File: src/rtl/mem_access_unit.sv
// Memory-stage data-bus access unit: sized/strobed loads and stores over an addr_ok/data_ok bus.
// Define MAU_MISALIGN_TRAP_EN to trap misaligned accesses; otherwise low address bits are forced to zero.
module mem_access_unit #(
    parameter int XLEN = 64,
    parameter int AW   = 64
) (
    input  logic              clk,
    input  logic              reset,
    input  logic              req_valid,
    input  logic              req_read,
    input  logic              req_write,
    input  logic [1:0]        req_size,
    input  logic              req_unsigned,
    input  logic [AW-1:0]     req_addr,
    input  logic [XLEN-1:0]   req_wdata,
    input  logic              flush,
    output logic              dreq_valid,
    output logic [AW-1:0]     dreq_addr,
    output logic [1:0]        dreq_size,
    output logic [XLEN/8-1:0] dreq_strobe,
    output logic [XLEN-1:0]   dreq_data,
    input  logic              dresp_addr_ok,
    input  logic              dresp_data_ok,
    input  logic [XLEN-1:0]   dresp_data,
    output logic              resp_valid,
    output logic [XLEN-1:0]   resp_data,
    output logic              misalign,
    output logic              stall
);

    localparam int NB  = XLEN / 8;
    localparam int OFF = $clog2(NB);

`ifdef MAU_MISALIGN_TRAP_EN
    localparam bit TrapEn = 1'b1;
`else
    localparam bit TrapEn = 1'b0;
`endif

    typedef enum logic [1:0] {IDLE, REQ, WAIT, DONE} state_e;

    state_e          state_q, state_d;
    logic [AW-1:0]   addr_q, addr_d;
    logic [1:0]      size_q, size_d;
    logic            uns_q, uns_d;
    logic            read_q, read_d;
    logic [NB-1:0]   strobe_q, strobe_d;
    logic [XLEN-1:0] wdata_q, wdata_d;
    logic [XLEN-1:0] rdata_q, rdata_d;
    logic            misalign_q, misalign_d;
    logic            drop_q, drop_d;

    // Request decode, only meaningful while IDLE.
    logic            mem_op;
    logic            misaligned;
    logic [OFF-1:0]  size_mask;
    logic [OFF-1:0]  req_off;
    logic [NB-1:0]   req_strobe;

    assign mem_op     = req_valid & (req_read | req_write) & ~flush;
    assign size_mask  = OFF'((1 << req_size) - 1);
    assign misaligned = |(req_addr[OFF-1:0] & size_mask);
    // Clearing the low size bits is a no-op for aligned accesses, so one path serves both builds.
    assign req_off    = req_addr[OFF-1:0] & ~size_mask;

    always_comb begin
        case (req_size)
            2'd0:    req_strobe = NB'(1)  << req_off;
            2'd1:    req_strobe = NB'(3)  << req_off;
            2'd2:    req_strobe = NB'(15) << req_off;
            default: req_strobe = '1;
        endcase
    end

    // Load alignment and extension from the latched offset, size and signedness.
    logic [OFF-1:0]  off_q;
    logic [XLEN-1:0] load_raw;
    logic [XLEN-1:0] load_mask;
    logic            load_sign;
    logic [XLEN-1:0] load_ext;

    assign off_q    = addr_q[OFF-1:0];
    assign load_raw = dresp_data >> {off_q, 3'b000};

    always_comb begin
        case (size_q)
            2'd0:    begin load_mask = XLEN'(8'hFF);         load_sign = load_raw[7];      end
            2'd1:    begin load_mask = XLEN'(16'hFFFF);      load_sign = load_raw[15];     end
            2'd2:    begin load_mask = XLEN'(32'hFFFF_FFFF); load_sign = load_raw[31];     end
            default: begin load_mask = '1;                   load_sign = load_raw[XLEN-1]; end
        endcase
        load_ext = (load_raw & load_mask) | ((load_sign & ~uns_q) ? ~load_mask : '0);
    end

    // NOTE: state registers use non-blocking assignments so every flop samples pre-edge values.
    // NOTE: datapath registers are reset too, because every output must read 0 during reset.
    always_ff @(posedge clk or negedge reset) begin
        if (!reset) begin
            state_q    <= IDLE;
            addr_q     <= '0;
            size_q     <= '0;
            uns_q      <= 1'b0;
            read_q     <= 1'b0;
            strobe_q   <= '0;
            wdata_q    <= '0;
            rdata_q    <= '0;
            misalign_q <= 1'b0;
            drop_q     <= 1'b0;
        end else begin
            state_q    <= state_d;
            addr_q     <= addr_d;
            size_q     <= size_d;
            uns_q      <= uns_d;
            read_q     <= read_d;
            strobe_q   <= strobe_d;
            wdata_q    <= wdata_d;
            rdata_q    <= rdata_d;
            misalign_q <= misalign_d;
            drop_q     <= drop_d;
        end
    end

    // NOTE: every next-state signal is defaulted to its current value first, so no latches are inferred.
    always_comb begin
        state_d    = state_q;
        addr_d     = addr_q;
        size_d     = size_q;
        uns_d      = uns_q;
        read_d     = read_q;
        strobe_d   = strobe_q;
        wdata_d    = wdata_q;
        rdata_d    = rdata_q;
        misalign_d = misalign_q;
        drop_d     = drop_q;

        case (state_q)
            IDLE: begin
                if (mem_op) begin
                    if (TrapEn && misaligned) begin
                        misalign_d = 1'b1;
                        rdata_d    = '0;
                        state_d    = DONE;
                    end else begin
                        addr_d   = {req_addr[AW-1:OFF], req_off};
                        size_d   = req_size;
                        uns_d    = req_unsigned;
                        read_d   = req_read;
                        strobe_d = req_strobe;
                        wdata_d  = req_wdata << {req_off, 3'b000};
                        state_d  = REQ;
                    end
                end
            end
            REQ: begin
                drop_d = drop_q | flush;
                if (dresp_addr_ok && dresp_data_ok) begin
                    rdata_d = read_q ? load_ext : '0;
                    state_d = DONE;
                end else if (dresp_addr_ok) begin
                    state_d = WAIT;
                end
            end
            WAIT: begin
                drop_d = drop_q | flush;
                if (dresp_data_ok) begin
                    rdata_d = read_q ? load_ext : '0;
                    state_d = DONE;
                end
            end
            DONE: begin
                rdata_d    = '0;
                misalign_d = 1'b0;
                drop_d     = 1'b0;
                state_d    = IDLE;
            end
            default: state_d = IDLE;
        endcase
    end

    assign dreq_valid  = (state_q == REQ);
    assign dreq_addr   = addr_q;
    assign dreq_size   = size_q;
    assign dreq_strobe = strobe_q;
    assign dreq_data   = wdata_q;

    assign resp_valid  = (state_q == DONE) & ~drop_q;
    assign resp_data   = resp_valid ? rdata_q : '0;
    assign misalign    = TrapEn & resp_valid & misalign_q;

    // Gated by reset so a request sitting on the inputs cannot raise stall while in reset.
    assign stall = reset & (((state_q == IDLE) & mem_op) | (state_q == REQ) | (state_q == WAIT));

endmodule

File: config.mk
export PLATFORM = sky130hd
export DESIGN_NAME = mem_access_unit
export DESIGN_NICKNAME = d
export VERILOG_FILES = /design/src/rtl/mem_access_unit.sv
export SDC_FILE = /design/constraint.sdc
export NUM_CORES = 1
export LEC_CHECK = 0
export BUFFER_PORTS_ARGS = -buffer_cell sky130_fd_sc_hd__buf_2
export CAP_MARGIN = 30
export CORE_ASPECT_RATIO = 1.4
export CORE_MARGIN = 10
export CORE_UTILIZATION = 55
export CTS_BUF_LIST = sky130_fd_sc_hd__clkbuf_4
export DETAILED_ROUTE_END_ITERATION = 16
export HOLD_SLACK_MARGIN = 0.08
export PLACE_DENSITY = 0.87
export SYNTH_ARGS = -nofsm -noshare
export SYNTH_HDL_FRONTEND = slang
export SYNTH_SLANG_ARGS = --single-unit
File: constraint.sdc
create_clock -name clk -period 4.65 [get_ports clk]
set_clock_uncertainty 0.2 [all_clocks]
set_input_delay 1.1625 -clock clk [delete_from_list [all_inputs] [get_ports clk]]
set_output_delay 1.1625 -clock clk [all_outputs]
set_load 0.01 [all_outputs]
# Word-level counts from Yosys, hierarchy flattened

Index checks and enable logic that the tools add are counted.

Bits in registers: 207
Bits in latches: 0
Memory bits (writable): 0
Memory bits (read-only): 0
Output and inout bits: 206
Word-level logic and storage cells: 70
Memories: 0

$add $sub $neg: 1
Multipliers: 0
Div/mod/pow operators: 0
Order comparisons: 0
Equality and inequality tests: 11
Shift-type cells: 6
Muxes and demuxes: 15
Bitwise operators: 18
Reduce and logical (&&, ||, !) cells: 10

Operators by type and width:

| kind                                                                    | count |
|---|---|
| 64-bit case mux with 3 select lines                                     | 2 |
| 64-bit 2-to-1 mux                                                       | 5 |
| 64-bit AND                                                              | 1 |
| 64-bit inverter                                                         | 1 |
| 64-bit OR                                                               | 1 |
| 64-bit by 6-bit left shift with 64-bit output                           | 1 |
| 64-bit by 6-bit >> shifter with 64-bit output                           | 1 |
| 8-bit case mux with 3 select lines                                      | 1 |
| 2-bit == test, second input constant                                    | 4 |
| 2-bit 2-to-1 mux                                                        | 4 |
| 2-bit case mux with 4 select lines                                      | 1 |
| 1-bit by 3-bit left shift with 8-bit output, first input constant       | 1 |
| 2-bit by 3-bit left shift with 8-bit output, first input constant       | 1 |
| 4-bit by 3-bit left shift with 8-bit output, first input constant       | 1 |
| 1-bit AND                                                               | 6 |
| 2-bit by 1-bit == test with 1-bit output, second input constant         | 3 |
| 2-bit logical NOT                                                       | 3 |
| 3-bit AND reduction                                                     | 2 |
| 2-bit inequality test, second input constant                            | 2 |
| 1-bit OR                                                                | 4 |
| 3-bit AND                                                               | 1 |
| 3-bit by 1-bit inequality test with 1-bit output, second input constant | 1 |
| 1-bit inverter                                                          | 3 |
| 3-bit inverter                                                          | 1 |
| 10 further kinds                                                        | 10 |

# Longest topological paths before layout

Word-level depth: 8
Gate-level depth with buffers: 10

# Least setup slack after synthesis

No wires, ideal clock.

Path type: input-to-output
Start: input req_write
End: output stall
Data arrival time: 2.385 ns
Required time: 3.288 ns
Setup slack: 0.903 ns
Stages on the path: 4
Buffers on the path: 2
Cells stage by stage: o2111ai_1 clkbuf_1 clkbuf_1 a21boi_0

Word-level cells in the longest chain between the ends: 7

Ends and longest elaborated chain:

| item                    | RTL line | RTL |
|---|---|---|
| start: declaration      | 11       | `input logic req_write,` |
| 1-bit OR                | 60       | `assign mem_op = req_valid & (req_read \| req_write) & ~flush;` |
| 1-bit AND (2 in series) | 60       |  |
| 1-bit AND               | 191      | `assign stall = reset & (((state_q == IDLE) & mem_op) \| (state_q == REQ) \| (state_q == WAIT));` |
| 1-bit OR (2 in series)  | 191      |  |
| 1-bit AND               | 191      |  |
| end: declaration        | 28       | `output logic stall` |

Every way passes these cells.

# Worst setup path after layout

Start: register state_q[1]
End: output stall

Word-level cells in the longest chain between the ends: 5

Ends and longest elaborated chain:

| item                     | RTL line | RTL |
|---|---|---|
| start: declaration       | 42       | `state_e state_q, state_d;` |
| start signal: assignment | 110      | `state_q <= state_d;` |
| 2-bit logical NOT        | 191      |  |
| 1-bit AND                | 191      |  |
| 1-bit OR                 | 191      |  |
| 1-bit OR (*)             | 191      |  |
| 1-bit AND (*)            | 191      |  |

Mark *: on every way between the ends. The rest lies on a longest branch, timed or not.

==> qor.yml <==
cts_sinks: 207
crit_path_start: "state_q[1]"
clkPwrFrac: 0.173
cts_made_buffers: 50
synth.most_common_cell: "dfrtp_1"
synthTopCellsByCount: "207 x dfrtp_1, 177 x nand2_1, 103 x mux2i_1"
drive_above_1_share: 0.3918
via_per_inst: 6.062
drv_cap: 0
htreeDepth: 2
grt_pass1_vias: 11991
num-nets-final: 1774
cts_max_path_buffers: 3
power.static_leakage_nw: 7.505
finalCriticalPeriod_ns: 3.681
core-area_um2: 21050
start_util: 0.5556
combPwrFrac: 0.482
cp.arrival_ns: 2.32
grt_busiest_layer: "met2"
worstPathMaxFanout: 15
post-dp-hpwl_um: 31830
r2r-start: "dreq_addr[1]"
multiInputGateArea_um2: 6070
p_int_w: 0.005128
place.gp.congestion: 0.9626
cp-start-kind: "register"
postCtsSetupBuffers: 0
cts.clk_slew.worst_paths_ns: 0.07
status: "completed"
post_cts_resized: 0
fin_crit_sh: 0.7917
overflow: 0
maxSlewViolCount: 0
num_vias: 11318
drc: 0
avgSynthCellArea_um2: 9.951
setup.worst_path.end: "stall"
regToRegSetupSlack_ns: 1.48
path_cells: "inv_1 -> ha_1 -> o2111ai_4 -> a21boi_0 -> buf_2"
finalWirelength_um: 42650
ys_seq_elements: 207
die_w_um: 143.2
dpl_cell_area_um2: 13890
powerDensity_nw_per_um2: 620.6
antenna_left: 0
area_delta_synth_final_pct: 24.58
r2r_end: "rdata_q[32]"
synthFlopType: "dfrtp_1"
worstHoldPathType: "reg -> reg"
use_met2: 0.5044
critPathSlowestCell: "dfrtp_1"
yosys.area.top_type_share: 0.4430
fin_tns_setup_ns: 0
cts_root_buf: "clkbuf_4"
slew_headroom: 0.3238
async_flop_share: 1.000
cts_tree: "yes"
cp-end-kind: "output port"
peakVddDrop_v: 0.0004526
port_buffers: 407
synth.cell_area_um2: 11690
wl_per_cell_um: 22.85
nFillCells: 1596
crit_buf_inv: 2
die_area_um2: 27570
first_iter_violations: 1007
insertion_delay_ns: 0.64
finalInstanceArea_um2: 14570
p_sw_frac: 0.4327
cts_hold_buffers: 0
synth-seq-area-share: 0.4430
synth_largest_area_cell: "dfrtp_1"
die_h_um: 192.5
met1_usage: 0.3095
drt_pass1_iterations: 6
rows: 63
finalSetupViolCount: 0
ys.warnings.count: 0
grt_pass1_wl_um: 65100
worst_slew_pin_slew_ns: 1.006
power_switching_w: 0.003912
crit_cells: 5
grt_max_degree: 154
rsz0062_at_grt: "no"
antenna_found_initial: 2
grt.total_usage: 0.2986
ys_types: 56
crit_type: "reg -> out"
cp_slowest_stage_delay_ns: 0.43
synth_edf_count: 0
io_pins: 409
path_delay_family: "compound AO/OA/AOI/OAI gates"
worstPathRequired_ns: 3.29
fmax_mhz: 271.6
finalHoldViolations: 0
met3_usage: 0.09628
synth_cells: 1175
syn_nets: 1388
synthTopCellsByArea: "dfrtp_1 44%, mux2i_1 8.8%, mux2_2 7.3%, nand2_1 5.7%, and2_1 3.5%"
regArea_um2: 5182
reg2reg_depth: 6
seqPwrFrac: 0.345
## sequential cells by signal (all words and copies together) (netlist names)
signal       count
rdata_q         64
drop_q           1
dreq_strobe      8
read_q           1
uns_q            1
dreq_size        2
state_q          2
dreq_data       64
dreq_addr       64
## area by class of cell
| class | count | share of cell area |
|---|---|---|
| Tap cell | 260 | 0.02233 |
| Timing Repair Buffer | 431 | 0.1550 |
| Inverter | 14 | 0.003608 |
| Antenna cell | 4 | 0.0006872 |
| Multi-Input combinational cell | 857 | 0.4167 |
| Clock buffer | 75 | 0.03865 |
| Sequential cell | 207 | 0.3558 |
| Clock inverter | 19 | 0.007215 |
## cells by family (layout without fill, tap and decap cells)
family | count (synthesis) | after routing | share of synthesized area
other | 1 | 5 | 0.0003207
buffers and inverters | 111 | 539 | 0.04024
multiplexers | 195 | 195 | 0.1858
adder cells (fa/ha/maj) | 10 | 10 | 0.01070
AO/OA/AOI/OAI | 288 | 288 | 0.1713
AND/OR/NAND/NOR | 361 | 361 | 0.1471
XOR/XNOR | 2 | 2 | 0.001498
flip-flops | 207 | 207 | 0.4430
## routing by layer
layer / wire length, µm / vias up
met2: 20750 / 767
met4: 3138 / 2
met3: 4780 / 186
met1: 13970 / 5353
li1: - / 5010
met5: 13 / -
## how the worst min path moves through the flow
stage                              from            end  slack, ns  cells after the start
final                     dreq_data[58]  dreq_data[58]       0.27                      2
after global routing              reset     rdata_q[4]       0.28                      1
after CTS                         reset  dreq_data[60]       0.27                      1
after detailed placement    rdata_q[51]    rdata_q[51]       0.26                      2
after global placement      rdata_q[52]    rdata_q[52]       0.25                      2
after floorplan              rdata_q[7]     rdata_q[7]       0.23                      2
## placed cells by master (no fill, tap or decap), drive strengths merged, types with 2 or more instances in the layout
cell / instances
buf: 430
dfrtp: 207
nand2: 177
mux2i: 103
o21ai: 98
mux2: 83
clkbuf: 76
and2: 66
nor2: 43
a21oi: 40
a211oi: 25
and3: 23
clkinv: 18
a31oi: 17
a221o: 17
o31ai: 17
a22o: 16
nor2b: 15
nand2b: 14
inv: 13
nor3: 13
ha: 10
o2bb2ai: 9
mux4: 9
o211ai: 8
a32o: 8
a2bb2oi: 7
o21a: 7
o221a: 7
diode: 4
a21boi: 2
nor4b: 2
nand3b: 2
or3: 2
a21o: 2
a221oi: 2
nand3: 2
## worst reg2reg max path: stages (launching register included)
cell and delay, ns:
dfrtp_2 0.91, mux2_2 0.47, mux4_2 0.51, nor4b_2 0.21, a211oi_4 0.16, buf_4 0.44, o21ai_1 0.15
## power groups by stage
stage,combinational [W],clock (W),sequential (W)
after floorplan,0.00249,0,0.00321
after global placement,0.00415,0,0.00308
after detailed placement,0.00431,0,0.00311
after CTS,0.00434,0.00160,0.00310
after global routing,0.00470,0.00168,0.00320
final,0.00436,0.00156,0.00312
## stage by stage
| stage | setup slack, ns | std cells | hold WS, ns | total power [W] | util |
|---|---|---|---|---|---|
| floorplan | 0.9026 | 1175 | 0.2304 | 0.005699 | - |
| detailed placement | 0.9522 | 1769 | 0.2626 | 0.007424 | 0.6599 |
| finish | 0.9687 | 1867 | 0.2722 | 0.009040 | 0.6921 |
| CTS | 0.8839 | 1863 | 0.2651 | 0.009033 | 0.6916 |
| global route | 0.7835 | 1864 | 0.2802 | 0.009586 | 0.6918 |
| global placement | 1.100 | 1767 | 0.2513 | 0.007229 | 0.6582 |
No activity file was read; power rests on OpenSTA's default activity.
